--- src/rtl/phy_defs.sv ---
// Shared PHY definitions: K-characters, lock threshold and the RX state encoding.
// The TX serializer imports the same package.
package phy_defs;

  localparam logic [7:0]  COM         = 8'hBC;
  localparam logic [7:0]  IDL         = 8'h7C;
  localparam int unsigned BC_LOCK_DEF = 4;

  typedef enum logic [1:0] {
    ST_SEARCH = 2'd0,
    ST_ALIGN  = 2'd1,
    ST_ACTIVE = 2'd2
  } rx_state_e;

endpackage

--- src/rtl/phy_rx_shifter.sv ---
// Serial-in shift register plus the bit counter that marks aligned byte boundaries.
module phy_rx_shifter
  import phy_defs::*;
(
  input  logic       clk_32f,
  input  logic       reset,
  input  logic       data_in,
  input  rx_state_e  state,
  input  logic       sync_load,
  output logic [7:0] sr,
  output logic       byte_ready
);

  logic [7:0] sr_q, sr_d;
  logic [2:0] bitcnt_q, bitcnt_d;
  logic       byte_ready_q, byte_ready_d;

  always_comb begin
    sr_d         = {data_in, sr_q[7:1]};
    bitcnt_d     = bitcnt_q;
    byte_ready_d = 1'b0;
    // The edge that leaves SEARCH already shifts in bit 0 of the next byte,
    // so the count starts at one to keep byte_ready on the true boundary.
    if (sync_load) begin
      bitcnt_d = 3'd1;
    end else if (state != ST_SEARCH) begin
      bitcnt_d     = bitcnt_q + 3'd1;
      byte_ready_d = (bitcnt_q == 3'd7);
    end
  end

  always_ff @(posedge clk_32f or negedge reset) begin
    if (!reset) begin
      sr_q         <= 8'h00;
      bitcnt_q     <= 3'd0;
      byte_ready_q <= 1'b0;
    end else begin
      sr_q         <= sr_d;
      bitcnt_q     <= bitcnt_d;
      byte_ready_q <= byte_ready_d;
    end
  end

  assign sr         = sr_q;
  assign byte_ready = byte_ready_q;

endmodule

--- src/rtl/phy_rx_serial_parallel.sv ---
// PHY RX deserializer: hunts for COM alignment, locks after BC_LOCK aligned COMs,
// then delivers bytes with valid/strobe/idle qualifiers.
//
// state  | meaning
// SEARCH | sliding-window hunt for COM at any bit phase
// ALIGN  | counting consecutive aligned COMs toward lock
// ACTIVE | locked; alignment fixed until reset, bytes delivered
module phy_rx_serial_parallel
  import phy_defs::*;
#(
  parameter int unsigned BC_LOCK = BC_LOCK_DEF
) (
  input  logic       clk_32f,
  input  logic       reset,
  input  logic       data_in,
  output logic [7:0] data_out,
  output logic       valid_out,
  output logic       byte_strobe,
  output logic       active,
  output logic       idle_out
);

  localparam logic [3:0] LOCK_CNT = 4'(BC_LOCK);

  rx_state_e  state_q, state_d;
  logic [3:0] bc_cnt_q, bc_cnt_d;
  logic [7:0] data_q, data_d;
  logic       valid_q, valid_d;
  logic       strobe_q, strobe_d;
  logic       active_q, active_d;
  logic       idle_q, idle_d;
  logic       sync_load;
  logic [7:0] sr;
  logic       byte_ready;

  phy_rx_shifter u_shifter (
    .clk_32f    (clk_32f),
    .reset      (reset),
    .data_in    (data_in),
    .state      (state_q),
    .sync_load  (sync_load),
    .sr         (sr),
    .byte_ready (byte_ready)
  );

  always_comb begin
    state_d   = state_q;
    bc_cnt_d  = bc_cnt_q;
    data_d    = data_q;
    valid_d   = valid_q;
    idle_d    = idle_q;
    strobe_d  = 1'b0;
    sync_load = 1'b0;
    active_d  = (state_q == ST_ACTIVE);
    unique case (state_q)
      ST_SEARCH: begin
        if (sr == COM) begin
          sync_load = 1'b1;
          bc_cnt_d  = 4'd1;
          state_d   = (LOCK_CNT == 4'd1) ? ST_ACTIVE : ST_ALIGN;
        end
      end
      ST_ALIGN: begin
        if (byte_ready) begin
          if (sr == COM) begin
            if (bc_cnt_q >= LOCK_CNT - 4'd1) begin
              bc_cnt_d = LOCK_CNT;
              state_d  = ST_ACTIVE;
            end else begin
              bc_cnt_d = bc_cnt_q + 4'd1;
            end
          end else begin
            bc_cnt_d = 4'd0;
            state_d  = ST_SEARCH;
          end
        end
      end
      ST_ACTIVE: begin
        if (byte_ready) begin
          strobe_d = 1'b1;
          if (sr == COM) begin
            valid_d = 1'b0;
            idle_d  = 1'b0;
          end else if (sr == IDL) begin
            valid_d = 1'b0;
            idle_d  = 1'b1;
          end else begin
            data_d  = sr;
            valid_d = 1'b1;
            idle_d  = 1'b0;
          end
        end
      end
      default: state_d = ST_SEARCH;
    endcase
  end

  always_ff @(posedge clk_32f or negedge reset) begin
    if (!reset) begin
      state_q  <= ST_SEARCH;
      bc_cnt_q <= 4'd0;
      data_q   <= 8'h00;
      valid_q  <= 1'b0;
      strobe_q <= 1'b0;
      active_q <= 1'b0;
      idle_q   <= 1'b0;
    end else begin
      state_q  <= state_d;
      bc_cnt_q <= bc_cnt_d;
      data_q   <= data_d;
      valid_q  <= valid_d;
      strobe_q <= strobe_d;
      active_q <= active_d;
      idle_q   <= idle_d;
    end
  end

  assign data_out    = data_q;
  assign valid_out   = valid_q;
  assign byte_strobe = strobe_q;
  assign active      = active_q;
  assign idle_out    = idle_q;

endmodule
--- config.mk ---
export PLATFORM = sky130hd
export DESIGN_NAME = phy_rx_serial_parallel
export DESIGN_NICKNAME = d
export VERILOG_FILES = /design/src/rtl/phy_defs.sv /design/src/rtl/phy_rx_shifter.sv /design/src/rtl/phy_rx_serial_parallel.sv
export SDC_FILE = /design/constraint.sdc
export NUM_CORES = 1
export LEC_CHECK = 0
export BUFFER_PORTS_ARGS = -buffer_cell sky130_fd_sc_hd__buf_2
export CAP_MARGIN = 20
export CORE_ASPECT_RATIO = 1.2
export CORE_MARGIN = 2
export CORE_UTILIZATION = 35
export CTS_BUF_LIST = sky130_fd_sc_hd__clkbuf_4
export DETAILED_ROUTE_END_ITERATION = 8
export PLACE_DENSITY = 0.54
export SLEW_MARGIN = 0
export SYNTH_ARGS = -nofsm -noshare
export SYNTH_HDL_FRONTEND = slang
export SYNTH_HIERARCHICAL = 1
export SYNTH_SLANG_ARGS = --single-unit
--- constraint.sdc ---
create_clock -name clk_32f -period 1.4 [get_ports clk_32f]
set_clock_uncertainty 0.1 [all_clocks]
set_input_delay 0.07 -clock clk_32f [delete_from_list [all_inputs] [get_ports clk_32f]]
set_output_delay 0.07 -clock clk_32f [all_outputs]
set_load 0.005 [all_outputs]
; Word-level counts from Yosys, hierarchy flattened
; Cells that the tools add are included.
[word_totals]
regBits = 30
word_cells = 54
inputBits = 3
out_inout_bits = 12
[op_classes]
n_addsub = 2
reduce_logical = 8
eq_ne = 8
bitwise = 3
n_mux = 22
n_lt_le_gt_ge = 1
[op_table]
columns = op, count
row1 = $mux 4, 4
row2 = $mux 1, 10
row3 = $eq 8x7->1 const B, 1
row4 = $eq 8x8->1 const B, 1
row5 = $mux 2, 4
row6 = $pmux 4 s2, 1
row7 = $reduce_and 4->1, 2
row8 = $mux 3, 2
row9 = $pmux 2 s3, 1
row10 = $reduce_bool 2->1, 3
row11 = $add 4x1->4 const B, 1
row12 = $ge 4x2->1 const B, 1
row13 = $add 3x1->3 const B, 1
row14 = $eq 3x3->1 const B, 1
row15 = $ne 3x3->1 const B, 1
row16 = $not 1->1, 3
row17 = $reduce_and 3->1, 1
row18 = $eq 2x1->1 const B, 1
row19 = $eq 2x2->1 const B, 1
row20 = $logic_not 2->1, 1
row21 = $ne 2x1->1 const B, 1
row22 = $ne 2x2->1 const B, 1
row23 = $reduce_and 2->1, 1

; Depth between registers and ports, before layout
; Gate-level depths: netlist of run 1.
[depth]
depth_word = 5
ltp_mapped = 4
depth_no_buf = 4

; Hierarchy
; The synthesis of run 1 kept the hierarchy.
[modules_own_cells]
columns = module, cells_per_inst, instances, area_each_um2, seq_area_each_um2
row1 = phy_rx_serial_parallel, 66, 1, 848.3, 450.4
row2 = phy_rx_shifter, 25, 1, 392.9, 300.3

; Worst setup path before layout of run 1
; Ideal clock, no wire load.
[synth_path]
kind = register -> register
start = reg u_shifter.sr_q[2], in the netlist u_shifter/sr[2]
end = reg data_q[2], in the netlist data_out[2]
required_time_ns = 1.175
setup_slack_ns = -0.161
setup_ns = 0.125
n_path_buf = 1
arrival_time_ns = 1.336
synth_period_minus_slack_ns = 1.561
stages_incl_launch_ff = 5
cell_sequence = dfrtp_1 and4bb_1 buf_6 a41oi_4 mux2_4
[synth_via]
elab_chain_len = 3
elab_cells_between_ends = 5
classes_between = 2 x eq/ne / 2 x bitwise / 1 x reduce/logical
[synth_rtl]
columns = item, line
row1 = start: declaration, phy_rx_shifter.sv:14  ; logic [7:0] sr_q, sr_d;
row2 = start signal: assignment, phy_rx_shifter.sv:38  ; sr_q <= sr_d;
row3 = $eq 8x7->1 or $eq 8x8->1 (tied branches), "phy_rx_serial_parallel.sv:84, phy_rx_serial_parallel.sv:81"
row4 = $not 1->1 (no source line), n/a
row5 = $reduce_and 4->1 (no source line), n/a
row6 = end signal: assignment, phy_rx_serial_parallel.sv:110  ; data_q <= data_d;
row7 = end: declaration, phy_rx_serial_parallel.sv:27  ; logic [7:0] data_q, data_d;
; Parallel ways exist; a longest one is shown, timed or not.
; A chain may end at the register's enable or synchronous reset.

; Worst setup path in the final report of run 1
[layout_path]
start = reg u_shifter.sr_q[1], in the netlist u_shifter/sr[1]
end = reg data_q[2], in the netlist data_out[2]
[layout_via]
elab_chain_len = 3
elab_cells_between_ends = 5
classes_between = 2 x eq/ne / 2 x bitwise / 1 x reduce/logical
[layout_rtl]
columns = item, line
row1 = $eq 8x7->1 or $eq 8x8->1 (tied branches), "phy_rx_serial_parallel.sv:84, phy_rx_serial_parallel.sv:81"
row2 = $not 1->1 (no source line), n/a
row3 = $reduce_and 4->1 (no source line) (*), n/a
; Mark *: on every way between the ends. The rest lies on a longest branch, timed or not.

==> flow_metrics.tcl, run 1 <==
set metrics [dict create \
    gpl.final_weighted_congestion 0.788 \
    grt_setup_unrepaired "yes" \
    clk_latency_ns 0.32 \
    drt_first_pass_iters 4 \
    worst_pin_slew_ns 0.356 \
    cts.htree.levels 2 \
    timing.critical_path.slowest_cell_delay_ns 0.39 \
    antenna_found_initial 0 \
    drt_drc_violations_left 0 \
    wirelength_mm 2.57 \
    ys.warnings.count 6 \
    cts.reportedPaths.clkPinSlew_ns 0.10 \
    grt_first_pass_wirelength_mm 4.11 \
    maximum_number_of_pins_on_one_net_before_global_route_repair 18 \
    power.density_cell_area_nw_per_um2 1040 \
    cts_inserted_buffers 5 \
    proportion_of_synthesized_chip_area_in_sequential_cells_pct 60.5 \
    static-leakage-power_nw 0.861 \
    fp.dieArea_sq_um 4040 \
    placement.setup.worst_slack_ns -0.161 \
    die_w_um 58.4 \
    fp.coreArea_sq_um 3370 \
    count_of_mapped_cells_out_of_synthesis 91 \
    max-cap-violations 0 \
    routedWlPerCell_um 15.1 \
    cts_tree "yes" \
    slew_headroom_pct 76.2 \
    fin_util_pct 49.8 \
    violations "negative setup slack" \
    family_with_the_most_delay_on_the_worst_path "flip-flops" \
    die_height_um 69.2 \
    post_route_cells_drive_above_1_share_pct 48.9 \
    dpl_cell_area_sq_um 1490 \
    fp-row-count 23 \
    final_antenna_net_count 0 \
    via_count 881 \
    ys_top_cells_by_area "dfrtp_1, mux2_4, ha_1" \
    num_antenna_cells 0 \
    worst-setup-path-type "flip-flop to flip-flop" \
    layout_overhead_on_the_synthesized_area_pct 35.1 \
    timing.fmax_mhz 670 \
    status "complete, but fails checks" \
    globalRouteTotalUtil_pct 13.6 \
    ys_seq_elements 30 \
    critical_path.endpoint_type "flip-flop" \
    ys_types 34 \
    setup_total_negative_slack_ns -0.555 \
    grt_remaining_overflow 0 \
    worst_ir_drop_vdd_mv 0.572 \
    starting_density_of_the_core_pct 36.9 \
    r2r_setup_slack_ns -0.09 \
    nets 138 \
    crit_chain "and4bb_4 -> a41oi_4 -> mux2_4" \
    post_drt_via_cell_ratio 5.18 \
    placedCellCount 158 \
    layout.cells.most_common "dfrtp_1" \
    worst-path-buf-inv 0 \
    crit_fanout 6 \
    ioPinCount 15 \
    port_bufs 14 \
    timing.critical_path.required_ns 1.51 \
    final_cell_mix "dfrtp_1, buf_4, buf_2" \
    clk_root_buffer_cell "clkbuf_4" \
    clk_path_buf_depth 2 \
    timing.final.hold_violations 0 \
    worstPathArrival_ns 1.60 \
    grt_pass1_vias 864 \
    worstHoldPathType "primary input to asynchronous set/reset pin" \
    cts_num_sinks 30 \
    average_instance_area_after_synthesis_sq_um 13.6 \
    worst_slack_ns -0.0932 \
    syn-cell-area_sq_um 1240 \
    final.period_utilization_pct 107 \
    setup_viol 10 \
    drt-initial-drc-count 25 \
    yosys.area.top_type_share_pct 60.5 \
    drv_slew 0 \
    final_area_sq_um 1680 \
    cpMaxStageDelayCell "dfrtp_1" \
    final.min_clock_period_ns 1.49 \
    fin_cells 170 \
    critPathLaunchType "flip-flop" \
    total_nets_after_synthesis 97 \
    dp.final_hpwl_mm 1.73 \
    yosysTopAreaCell "dfrtp_1" \
]
==> power breakdown <==
part	switching [W]	internal (W)	total, W
clock network	0.000309	0.000187	0.000496
registers	0.0000408	0.000928	0.000969
logic	0.000134	0.000147	0.000281
==> registers in the layout (all words and copies together) (netlist names) <==
register              flops
active                    1
bc_cnt_q                  4
byte_strobe               1
data_out                  8
idle_out                  1
state_q                   2
u_shifter/bitcnt_q        3
u_shifter/byte_ready      1
u_shifter/sr              8
valid_out                 1
==> logic make-up after synthesis <==
family | Yosys count | share of synthesized area, %
flip-flops | 30 | 60.5
AO/OA/AOI/OAI | 23 | 15.1
AND/OR/NAND/NOR | 21 | 11.8
buffers and inverters | 9 | 3.43
multiplexers | 4 | 4.84
adder cells (fa/ha/maj) | 3 | 3.02
XOR/XNOR | 1 | 1.31
==> path summary, 6_finish.rpt <==
kind,start,end,depth (start not counted)
max,u_shifter/sr[1]$_DFF_PN0_,data_out[2]$_DFFE_PN0P_,3
min,reset,bc_cnt_q[2]$_DFFE_PN0P_,2
max reg2reg,u_shifter/sr[1]$_DFF_PN0_,data_out[2]$_DFFE_PN0P_,3
min reg2reg,valid_out$_DFFE_PN0P_,valid_out$_DFFE_PN0P_,1
max in group asynchronous,reset,u_shifter/sr[1]$_DFF_PN0_,3
min in group clk_32f,data_in,u_shifter/sr[7]$_DFF_PN0_,2
==> timing repair <==
action | CTS | global route
gates resized for setup | 6 | 17
setup buffers | 2 | 0
hold buffers | 2 | 0
endpoints found under the setup margin | 17 | 16
endpoints found under the hold margin | 31 | 0
pin swaps | 2 | 6
==> cell type report <==
class | count | area [sq um]
timing repair buffer | 36 | 260
fill | 307 | 1690
inverter | 7 | 26.3
multi-input combinational | 52 | 538
clock inverter | 3 | 16.3
tap | 37 | 46.3
clock buffer | 5 | 37.5
sequential | 30 | 752
==> metrics by stage <==
stage	power [W]	hold WS [ns]
2_1_floorplan	0.00111	-0.326
3_3_place_gp	0.00120	-0.109
3_5_place_dp	0.00122	-0.100
4_1_cts	0.00174	0.0699
5_1_grt	0.00185	0.0952
6_report	0.00175	0.0765
==> synth_stat cells <==
cell,n
o41ai_1,1
a32oi_1,2
or3b_1,2
nand3b_1,1
and3_2,1
nor3b_1,1
o32ai_1,2
and4b_1,1
nand2_1,3
a41oi_4,1
buf_6,1
mux2_4,4
a21oi_1,2
and2_1,1
a2bb2o_1,1
o21ai_0,4
nor2_1,4
dfrtp_1,30
o2bb2ai_1,2
nand3_1,1
nand3b_4,1
and3b_1,1
a31oi_1,3
and4bb_1,1
or3_1,1
xor2_2,1
o31ai_1,1
buf_2,1
nand4_1,1
a21o_1,2
inv_1,7
o22a_1,2
nor3_1,1
ha_1,3
==> layer usage <==
layer | vias up | routed length (um) | global-route usage (%)
li1 | 417 | - | -
met1 | 446 | 1200 | 18.5
met2 | 16 | 1270 | 19.4
met3 | 2 | 82 | 3.36
met4 | 0 | 21 | 7.75
met5 | - | 0 | 0
No activity file was read; power rests on OpenSTA's default activity.
==> run 2: changes to the inputs <==
- PLACE_DENSITY: 0.54 -> 0.53
- clock period: 1.4 -> 1.5 ns (I/O delays scaled with it)
==> run 2 against run 1 <==
- the flow still finishes with violations (negative setup slack)
- critical path depth increased by 1
- non-clock buffer count fell by 3
- routed wire length fell by 8.3%
- sequential share of layout area up 2.8 points
- via count fell by 3.1%
- final cell count is 2.4% lower
- total power decreased by 11%
- combinational power down 27%
==> flow_metrics.tcl, run 2 (synthesis results as in run 1) <==
set metrics [dict create \
    drt-initial-drc-count 23 \
    timing.fmax_mhz 659 \
    grt_remaining_overflow 0 \
    static-leakage-power_nw 0.823 \
    crit_fanout 6 \
    starting_density_of_the_core_pct 36.9 \
    cts.htree.levels 2 \
    maximum_number_of_pins_on_one_net_before_global_route_repair 31 \
    gpl.final_weighted_congestion 0.796 \
    critPathLaunchType "flip-flop" \
    grt_first_pass_wirelength_mm 4.17 \
    layout_overhead_on_the_synthesized_area_pct 27.2 \
    cts_num_sinks 30 \
    drv_slew 0 \
    ioPinCount 15 \
    cts.reportedPaths.clkPinSlew_ns 0.09 \
    worst_pin_slew_ns 0.652 \
    fp-row-count 23 \
    worstHoldPathType "primary input to asynchronous set/reset pin" \
    worst_ir_drop_vdd_mv 0.598 \
    fin_util_pct 46.9 \
    nets 135 \
    power.net_switching_w 0.000406 \
    drt_first_pass_iters 3 \
    timing.critical_path.required_ns 1.61 \
    logic_gate_share_of_total_power_pct 13.3 \
    drt_drc_violations_left 0 \
    cts_tree "yes" \
    fp.dieArea_sq_um 4040 \
    timing.final.hold_violations 0 \
    final.period_utilization_pct 101 \
    slew_headroom_pct 56.5 \
    fp.coreArea_sq_um 3370 \
    timing.hold.ws_ns 0.215 \
    final.min_clock_period_ns 1.52 \
    power.share.switching_pct 26.2 \
    power.density_cell_area_nw_per_um2 981 \
    grt_pass1_vias 894 \
    violations "negative setup slack" \
    via_count 854 \
    setup_viol 5 \
    max-cap-violations 0 \
    power_report.internal_total_w 0.00114 \
    die_w_um 58.4 \
    status "complete, but fails checks" \
    wirelength_mm 2.36 \
    worst-setup-path-type "flip-flop to flip-flop" \
    antenna_found_initial 0 \
    post_route_cells_drive_above_1_share_pct 42.6 \
    cts_inserted_buffers 5 \
    layout.cells.most_common "dfrtp_1" \
    clk_path_buf_depth 2 \
    final_antenna_net_count 0 \
    power.clock.fraction_pct 28.2 \
    port_bufs 14 \
    placement.setup.worst_slack_ns -0.0554 \
    grt_setup_unrepaired "yes" \
    seq_power_share_pct 58.5 \
    total_power_w 0.00155 \
    critical_path.endpoint_type "flip-flop" \
    routedWlPerCell_um 14.2 \
    die_height_um 69.2 \
    globalRouteTotalUtil_pct 13.6 \
    dp.final_hpwl_mm 1.61 \
    worstPathArrival_ns 1.63 \
    final_cell_mix "dfrtp_1, buf_4, buf_2" \
    clk_latency_ns 0.32 \
    post_drt_via_cell_ratio 5.14 \
    worst_slack_ns -0.0178 \
    clk_root_buffer_cell "clkbuf_4" \
    num_antenna_cells 0 \
]
## run 2: area by class of cell
| type | instances | area (sq um) |
|---|---|---|
| Inverter | 7 | 26.3 |
| Sequential cell | 30 | 752 |
| Fill cell | 311 | 1790 |
| Multi-Input combinational cell | 52 | 489 |
| Timing Repair Buffer | 33 | 218 |
| Tap cell | 37 | 46.3 |
| Clock buffer | 5 | 37.5 |
| Clock inverter | 2 | 10.0 |
## run 2: metal layers
metal	vias to the layer above	part of all wire [%]	global-route usage, %
met3	7	4.2	4.85
met4	0	2.2	5.43
met1	425	42	16.3
li1	408	-	-
met2	14	52	21.8
met5	-	0	0
## run 2: what timing repair did
item	CTS	global route
gates resized for setup	3	8
hold endpoints to repair	31	0
buffers inserted	1	1
pin swaps	1	4
hold buffers	2	0
setup endpoints to repair	11	10
## run 2: power by group through the flow
stage | Combinational, W | Clock [W] | Sequential [W]
global placement | 0.000187 | 0 | 0.000918
finish | 0.000206 | 0.000436 | 0.000906
detailed placement | 0.000196 | 0 | 0.000923
global route | 0.000254 | 0.000501 | 0.000915
floorplan | 0.000117 | 0 | 0.000923
CTS | 0.000204 | 0.000453 | 0.000908
## run 2: worst paths after layout
kind                       slack, ns  cells past startpoint                                 to                       from
setup reg to reg               -0.02                      4            bc_cnt_q[1]$_DFFE_PN0P_  u_shifter/sr[6]$_DFF_PN0_
hold / removal                  0.22                      2  u_shifter/bitcnt_q[0]$_DFFE_PN0P_                      reset
max in group asynchronous       0.63                      2             state_q[0]$_DFFE_PN0P_                      reset
hold reg to reg                 0.38                      1          u_shifter/sr[0]$_DFF_PN0_  u_shifter/sr[1]$_DFF_PN0_
min in group clk_32f            0.30                      2          u_shifter/sr[7]$_DFF_PN0_                    data_in
setup / recovery               -0.02                      4            bc_cnt_q[1]$_DFFE_PN0P_  u_shifter/sr[6]$_DFF_PN0_
## run 2: worst max-delay path, stage by stage (launching register included)
cell and delay [ns]:
dfrtp_1 0.42, buf_4 0.15, and4b_2 0.35, a31oi_2 0.12
a2bb2o_2 0.27
## run 2: metrics by stage
stage / TNS, ns / instances / area [sq um]
after floorplan: -0.115 / 91 / 1240
after global placement: -0.104 / 155 / 1460
after detailed placement: -0.295 / 155 / 1460
after CTS: -0.0840 / 165 / 1540
after global routing: -0.413 / 166 / 1580
final: -0.0382 / 166 / 1580
==> run 3: changes to the inputs <==
- CELL_PAD_IN_SITES_DETAIL_PLACEMENT: unset -> 1
- CELL_PAD_IN_SITES_GLOBAL_PLACEMENT: unset -> 1
- PLACE_DENSITY: 0.53 -> 0.61
- clock period: 1.5 -> 1.92 ns (I/O delays scaled with it)
==> run 3 against run 2 <==
- the run now ends clean
- clock power is 17% lower
- sequential share of layout area is 4.6 points higher
- clock-buffer cell count is 2 higher
- via count is 3.4% lower
- final cell count is 8.4% lower
- die area stayed put
- register-to-register slack better by 0.32 ns
- largest cell class unchanged
- largest power group unchanged
- first-iteration DRC count is 65% lower
- worst setup slack better by 0.32 ns
- sequential power is 21% lower
- highest routed layer unchanged
- non-clock buffer count is 14 lower
- hold slack better by 0.034 ns
- critical endpoint is now data_out[2]$_DFFE_PN0P_
==> flow_metrics.tcl, run 3 (synthesis results as in run 1) <==
set metrics [dict create \
    status "finished, final reports clean" \
    final_antenna_net_count 0 \
    post_route_cells_drive_above_1_share_pct 27.8 \
    drt_drc_violations_left 0 \
    timing.final.hold_violations 0 \
    die_height_um 69.2 \
    timing.critical_path.slowest_cell_delay_ns 0.45 \
    routedWlPerCell_um 16.4 \
    crit_fanout 7 \
    power.density_cell_area_nw_per_um2 852 \
    via_count 825 \
    layout.cells.most_common "dfrtp_1" \
    fp.coreArea_sq_um 3370 \
    drt-initial-drc-count 8 \
    gpl.final_weighted_congestion 0.723 \
    cts.reportedPaths.clkPinSlew_ns 0.09 \
    wirelength_mm 2.49 \
    timing.hold.ws_ns 0.249 \
    worstHoldPathType "primary input to asynchronous set/reset pin" \
    slew_headroom_pct 56.3 \
    clk_latency_ns 0.32 \
    grt_first_pass_wirelength_mm 4.22 \
    timing.critical_path.required_ns 2.02 \
    grt_setup_unrepaired "no" \
    drv_slew 0 \
    final.min_clock_period_ns 1.62 \
    drt_first_pass_iters 3 \
    post_drt_via_cell_ratio 5.43 \
    nets 121 \
    critical_path.reg2reg.startpoint "u_shifter/sr[6]$_DFF_PN0_" \
    port_bufs 14 \
    crit_start "u_shifter/sr[6]$_DFF_PN0_" \
    cts_inserted_buffers 5 \
    static-leakage-power_nw 0.753 \
    worst_ir_drop_vdd_mv 0.609 \
    critPathLaunchType "flip-flop" \
    critical_path.endpoint_type "flip-flop" \
    layout_overhead_on_the_synthesized_area_pct 15.7 \
    ioPinCount 15 \
    cts_resized 0 \
    cpMaxStageDelayCell "dfrtp_1" \
    die_w_um 58.4 \
    setup_total_negative_slack_ns 0 \
    postCtsHoldBufs 2 \
    worstPathArrival_ns 1.72 \
    cts_post_setup_buffers_inserted 0 \
    globalRouteTotalUtil_pct 14.3 \
    final.period_utilization_pct 84.1 \
    worst_pin_slew_ns 0.656 \
    cts_tree "yes" \
    final_cell_mix "dfrtp_1, buf_2, inv_1, clkbuf_4" \
    num_antenna_cells 0 \
    cts_num_sinks 30 \
    cts.htree.levels 2 \
    max-cap-violations 0 \
    setup_viol 0 \
    antenna_found_initial 0 \
    fp.dieArea_sq_um 4040 \
    grt_remaining_overflow 0 \
    fin_util_pct 42.7 \
    clk_path_buf_depth 2 \
    fp-row-count 23 \
    dp.final_hpwl_mm 1.79 \
    clk_root_buffer_cell "clkbuf_4" \
    maximum_number_of_pins_on_one_net_before_global_route_repair 31 \
    grt_pass1_vias 894 \
    crit_chain "xor2_2 -> a41oi_4 -> mux2_4" \
    timing.fmax_mhz 619 \
    starting_density_of_the_core_pct 36.9 \
    worst-setup-path-type "flip-flop to flip-flop" \
]
## run 3: cell count changes in the layout (fill, tap and decap cells not counted), sizes merged
cell and delta:
clkinv -2, clkbuf +2, buf -14
## run 3: power by group
part	internal [W]	total [W]	switching (W)
Sequential	0.000676	0.000712	0.0000356
Combinational	0.0000739	0.000152	0.0000780
Clock	0.000166	0.000361	0.000195
## run 3: cell type report
| cell class | instances | area [sq um] |
|---|---|---|
| multi-input combinational | 52 | 448 |
| sequential | 30 | 751 |
| timing repair buffer | 19 | 113 |
| tap | 37 | 46.3 |
| fill | 366 | 1930 |
| inverter | 7 | 26.3 |
| clock buffer | 7 | 52.6 |
## run 3: worst paths after layout
path | to | slack [ns] | depth (start not counted)
max | data_out[2]$_DFFE_PN0P_ | 0.30 | 3
min | data_out[6]$_DFFE_PN0P_ | 0.25 | 2
max reg2reg | data_out[2]$_DFFE_PN0P_ | 0.30 | 3
min reg2reg | u_shifter/sr[2]$_DFF_PN0_ | 0.30 | 0
max in group asynchronous | data_out[2]$_DFFE_PN0P_ | 1.04 | 2
min in group clk_32f | u_shifter/sr[2]$_DFF_PN0_ | 0.30 | 0
## run 3: per-layer routing
metal / vias up / part of all wire (%) / global-route usage [%]
met1: 424 / 43 / 16.4
met4: 0 / 2.1 / 6.98
li1: 381 / - / -
met5: - / 0 / 0
met2: 14 / 53 / 23.5
met3: 6 / 2.5 / 4.66
## run 3: worst max-delay path: cells and delay by family, from the launching register on
| kind | cells | cell delay, ns |
|---|---|---|
| AO/OA/AOI/OAI | 1 | 0.39 |
| flip-flops | 1 | 0.45 |
| multiplexers | 1 | 0.33 |
| XOR/XNOR | 1 | 0.23 |
## run 3: per-stage QoR
stage	worst slack [ns]	std cells	instance area [sq um]	total power, W
after CTS	0.301	152	1440	0.00125
after detailed placement	0.305	143	1360	0.000876
after global placement	0.340	143	1360	0.000851
after global routing	0.232	152	1440	0.00131
final	0.304	152	1440	0.00122
after floorplan	0.359	91	1240	0.000812
